## src/rtl/input_debouncer.sv

```systemverilog
`default_nettype none
// ============================================================================
//  Module      : input_debouncer
//  Description : Synchronizes a raw asynchronous input through a flop chain,
//                then qualifies level changes with a two-state debounce FSM
//                and a stability counter. Aborted transitions are counted in
//                a saturating 8-bit diagnostic counter.
//  Revision    : 1.0  initial release
// ============================================================================
module input_debouncer #(
    parameter int   SYNC_STAGES     = 2,
    parameter int   DEBOUNCE_CYCLES = 1000,
    parameter int   CNT_W           = $clog2(DEBOUNCE_CYCLES + 1),
    parameter logic RESET_LEVEL     = 1'b0
) (
    input  logic       clk,
    input  logic       rst,
    input  logic       signal_in,
    input  logic       glitch_clr,
    output logic       signal_out,
    output logic       busy,
    output logic [7:0] glitch_count
);

    typedef enum logic [0:0] {
        ST_STABLE = 1'b0,
        ST_WAIT   = 1'b1
    } state_t;

    // Terminal count: the candidate level has been seen for DEBOUNCE_CYCLES
    // consecutive cycles once the counter sits at this value and still differs.
    localparam logic [CNT_W-1:0] c_cnt_last = CNT_W'(DEBOUNCE_CYCLES - 1);
    localparam logic [7:0]       c_gc_max   = 8'hFF;

    logic [SYNC_STAGES-1:0] r_sync;
    logic                   w_sync_q;

    state_t                 r_state;
    state_t                 w_state_n;
    logic [CNT_W-1:0]       r_cnt;
    logic [CNT_W-1:0]       w_cnt_n;
    logic                   r_out;
    logic                   w_out_n;
    logic                   r_busy;
    logic                   w_busy_n;
    logic                   w_glitch_inc;
    logic [7:0]             r_gc;

    // Synchronizer chain: only the last stage is ever seen by the FSM.
    always_ff @(posedge clk) begin
        if (rst) begin
            r_sync <= {SYNC_STAGES{RESET_LEVEL}};
        end else begin
            r_sync <= {r_sync[SYNC_STAGES-2:0], signal_in};
        end
    end

    assign w_sync_q = r_sync[SYNC_STAGES-1];

    // FSM state, stability counter, debounced level and busy flag registers.
    always_ff @(posedge clk) begin
        if (rst) begin
            r_state <= ST_STABLE;
            r_cnt   <= '0;
            r_out   <= RESET_LEVEL;
            r_busy  <= 1'b0;
        end else begin
            r_state <= w_state_n;
            r_cnt   <= w_cnt_n;
            r_out   <= w_out_n;
            r_busy  <= w_busy_n;
        end
    end

    // Next-state logic: enter WAIT on any disagreement, abort on bounce-back,
    // commit the new level once the counter reaches its terminal value.
    always_comb begin
        w_state_n    = r_state;
        w_cnt_n      = r_cnt;
        w_out_n      = r_out;
        w_glitch_inc = 1'b0;
        case (r_state)
            ST_STABLE: begin
                if (w_sync_q != r_out) begin
                    w_state_n = ST_WAIT;
                    w_cnt_n   = CNT_W'(1);
                end
            end
            ST_WAIT: begin
                if (w_sync_q == r_out) begin
                    w_state_n    = ST_STABLE;
                    w_cnt_n      = '0;
                    w_glitch_inc = 1'b1;
                end else if (r_cnt == c_cnt_last) begin
                    w_out_n   = ~r_out;
                    w_state_n = ST_STABLE;
                    w_cnt_n   = '0;
                end else begin
                    w_cnt_n = r_cnt + CNT_W'(1);
                end
            end
            default: begin
                w_state_n = ST_STABLE;
                w_cnt_n   = '0;
            end
        endcase
        // busy is registered from the next state so it tracks WAIT exactly.
        w_busy_n = (w_state_n == ST_WAIT);
    end

    // Saturating glitch counter; a clear request overrides a same-cycle increment.
    always_ff @(posedge clk) begin
        if (rst) begin
            r_gc <= 8'd0;
        end else if (glitch_clr) begin
            r_gc <= 8'd0;
        end else if (w_glitch_inc && (r_gc != c_gc_max)) begin
            r_gc <= r_gc + 8'd1;
        end
    end

    assign signal_out   = r_out;
    assign busy         = r_busy;
    assign glitch_count = r_gc;

endmodule
`default_nettype wire

```

## config.mk

```make
export PLATFORM = sky130hd
export DESIGN_NAME = input_debouncer
export DESIGN_NICKNAME = d
export VERILOG_FILES = /design/src/rtl/input_debouncer.sv
export SDC_FILE = /design/constraint.sdc
export NUM_CORES = 1
export LEC_CHECK = 0
export ABC_CLOCK_PERIOD_IN_PS = 1400
export CAP_MARGIN = 20
export CORE_MARGIN = 2
export CORE_UTILIZATION = 35
export DETAILED_ROUTE_END_ITERATION = 7
export GPL_ROUTABILITY_DRIVEN = 0
export SETUP_SLACK_MARGIN = 0.1
export SLEW_MARGIN = 20
export SYNTH_ARGS = -nofsm -noshare
export SYNTH_HDL_FRONTEND = slang
export SYNTH_SLANG_ARGS = --single-unit
```

## constraint.sdc

```tcl
create_clock -name clk -period 1.4 [get_ports clk]
set_clock_uncertainty 0.05 [all_clocks]
set_input_delay 0.21 -clock clk [delete_from_list [all_inputs] [get_ports clk]]
set_output_delay 0.21 -clock clk [all_outputs]
set_load 0.01 [all_outputs]
```

==> metrics.md <==
| Metric | Value |
|---|---|
| Top Ports | `14` |
| Worst setup path start | `r_sync[1]$_SDFF_PP0_` |
| Synth Area per Inst | `8.40 um2` |
| Largest net degree at the start of global routing | `13` |
| Violated checks | `negative setup slack` |
| # rows | `19` |
| Synth cell types | `36` |
| Clk sinks | `22` |
| Antenna cells | `0` |
| Post-Place Cell Area | `1540 um2` |
| Die Y | `59.0 um` |
| Fillers | `237` |
| Layout Area Growth over Synthesis | `64.9%` |
| Initial antenna violation count | `0` |
| Hold path startpoint | `signal_in` |
| Highest routed layer | `met4` |
| Post-layout min period | `1.53 ns` |
| Layout cells sized above 1 | `a little over 50%` |
| Routed Antenna Nets | `0` |
| Hold Crit Class | `in -> reg` |
| Crit Path Max Fanout | `5` |
| DRT met1 WL | `1240 um` |
| Vias in the first global route | `1086` |
| WL/cell | `12.9 um` |
| Clock power frac | `30.3%` |
| Setup_tns | `-0.603 ns` |
| Synth Register Bits | `22` |
| Comb pwr share | `9.5%` |
| Crit end category | `flop` |
| Die area | `3480 um2` |
| Via count | `1127` |
| # nets final | `between 150 and 200` |
| Setup violators final | `11` |
| CP Data Required Time | `1.61 ns` |
| Worst EP arrival | `1.74 ns` |
| Sw Share | `approximately 24%` |
| Worst R2R Start | `r_sync[1]$_SDFF_PP0_` |
| First-pass iteration count of the detailed router | `4` |
| Clock Latency Late Sink | `0.32 ns` |
| Max Cap Viol | `0` |
| DR iter-0 viols | `24` |
| IO Port Bufs | `13` |
| Yosys top cell area share | `41.6%` |
| Starting Density | `37.7%` |
| Layout Cells excl Fill | `213` |
| Multi-input logic area | `732 um2` |
| Post-synth EDFFs | `0` |
| CTS tree | `built` |
| F_max | `655 MHz` |
| Setup CP Type | `reg -> reg` |
| Post-CTS Hold Buffers | `0` |
| RSZ-0062 raised after global routing | `yes` |
| Post-synthesis cell type with the largest combined area | `dfxtp_1` |
| Inst Count DP | `202` |
| CTS buffer count | `3` |
| Via density | `5.29` |
| Register area | `473 um2` |
| Peak VDD IR | `581 uV` |
| Leak | `0.690 nW` |
| Post-route cell area | `1750 um2` |
| Core area | `2810 um2` |
| Reg power frac | `~60%` |
| Gr usage total | `17.9%` |
| Mapped Area | `1060 um2` |
| Outcome | `complete, but fails checks` |
| Post-place setup slack | `-0.281 ns` |
| First-pass GRT wire length | `4800 um` |
| Hold Slack | `0.393 ns` |
| Rel. slew slack | `77.2%` |
| Worst-Margin Slew | `0.341 ns` |
| H-Tree Depth | `1` |
| Ys Warns | `0` |
| Post-synth ARST share | `0%` |
| Sw Pwr | `255 uW` |
| Die span in x | `59.0 um` |
| Worst setup SP type | `flop` |
| DR WL met2 | `between 1000 and 1500 um` |
| Clock transition at the registers of the reported paths | `0.12 ns` |
| Final hold violation count | `0` |
| DRC errors left | `0` |
| Clock tree buffer depth | `2` |
| Final worst setup slack | `-0.128 ns` |
| Largest cells by area after synthesis | `dfxtp_1 42%, nand3_1 4.7%, o21ai_0 4.7%` |
| Seq/Total Area, Yosys | `between 40% and 50%` |
| Count leader, synth | `dfxtp_1` |
| Cell Pwr Density | `598 nW/um2` |
| DRT Wirelength | `about 2800 um` |
| Layout Utilization | `62.2%` |
| Main synth FF type | `dfxtp_1` |
| Hpwl dp | `1910 um` |
| Internal power | `788 uW` |
| Net count after synthesis | `132` |
| Syn Inst Count | `126` |
| Final Cycle Share | `109%` |
| Final Max Tran Viols | `0` |
| Root buf cell | `clkbuf_4` |
| Power Total | `1.04 mW` |
| Metal3 WL | `70 um` |
| Synth cell count leaders | `22 x dfxtp_1, 10 x nand2_1, 10 x nand3_1, 10 x o21ai_0, 8 x a21oi_1` |
| Remaining global-route overflow | `0` |
## logic make-up after synthesis
family | count (synthesis) | share of synthesized area (%)
simple gates | 55 | 29.0
fa+ha+maj | 2 | 2.36
xor+xnor | 5 | 4.85
mux | 2 | 1.89
flops | 22 | 41.6
compound gates | 29 | 16.2
buf+inv | 11 | 4.14
## repair_timing
action,4_1_cts,5_1_grt
gates cloned,1,0
gates resized for setup,62,22
setup buffers,2,4
endpoints found under the setup margin,29,27
pin swaps,8,7
## cell usage in the layout, fill, tap and decap left out, drive strengths merged, types with 2 or more instances in the layout
| cell | netlist | layout |
|---|---|---|
| a21oi | 8 | 8 |
| buf | 1 | 50 |
| mux2i | 2 | 2 |
| and3 | 3 | 3 |
| o21ai | 11 | 11 |
| nand4 | 3 | 3 |
| nor2 | 6 | 6 |
| nand2 | 10 | 10 |
| dfxtp | 22 | 22 |
| clkdlybuf4s50 | 0 | 3 |
| o31ai | 2 | 2 |
| ha | 2 | 2 |
| clkbuf | 3 | 7 |
| a31oi | 3 | 3 |
| nor3 | 3 | 3 |
| xor2 | 4 | 4 |
| nand3 | 10 | 10 |
| or4 | 5 | 5 |
| nor2b | 2 | 2 |
| or3 | 6 | 6 |
| inv | 7 | 7 |
## registers in the layout (all words and copies together) (netlist names)
signal        flops
glitch_count      8
r_cnt            10
r_sync            2
signal_out        1
busy              1
## critical path, cell delays in order (launching register included)
cell     delay, ns
dfxtp_2       0.37
xnor2_4       0.16
or3_4         0.35
or4_1         0.46
o21ai_1       0.08
## path summary, 6_finish.rpt
path / endpoint / slack [ns] / cells past startpoint
hold reg to reg: r_sync[1]$_SDFF_PP0_ / 0.41 / 1
setup reg to reg: r_cnt[8]$_SDFFE_PP0P_ / -0.13 / 4
hold / removal: r_sync[0]$_SDFF_PP0_ / 0.39 / 2
setup / recovery: r_cnt[8]$_SDFFE_PP0P_ / -0.13 / 4
## final cells by class
cell class | instances | area share (%)
Multi-Input combinational cell | 93 | 41.9
Clock buffer | 4 | 1.51
Sequential cell | 22 | 27.1
Timing Repair Buffer | 56 | 25.6
Inverter | 7 | 1.65
Tap cell | 31 | 2.22
## per-layer routing
metal  track usage (%)  vias up
met5                 0        -
met4              8.44        0
met3              2.40        5
met2              29.0       14
met1              23.4      524
li1                  -      584
## power by group through the flow
stage	clock, mW	combinational, mW	sequential, mW
final	0.316	0.0987	0.629
after global placement	0	0.0735	0.647
after CTS	0.326	0.0840	0.631
after detailed placement	0	0.0740	0.647
after floorplan	0	0.0369	0.648
after global routing	0.343	0.108	0.630
(Power assumes the default switching activity.)
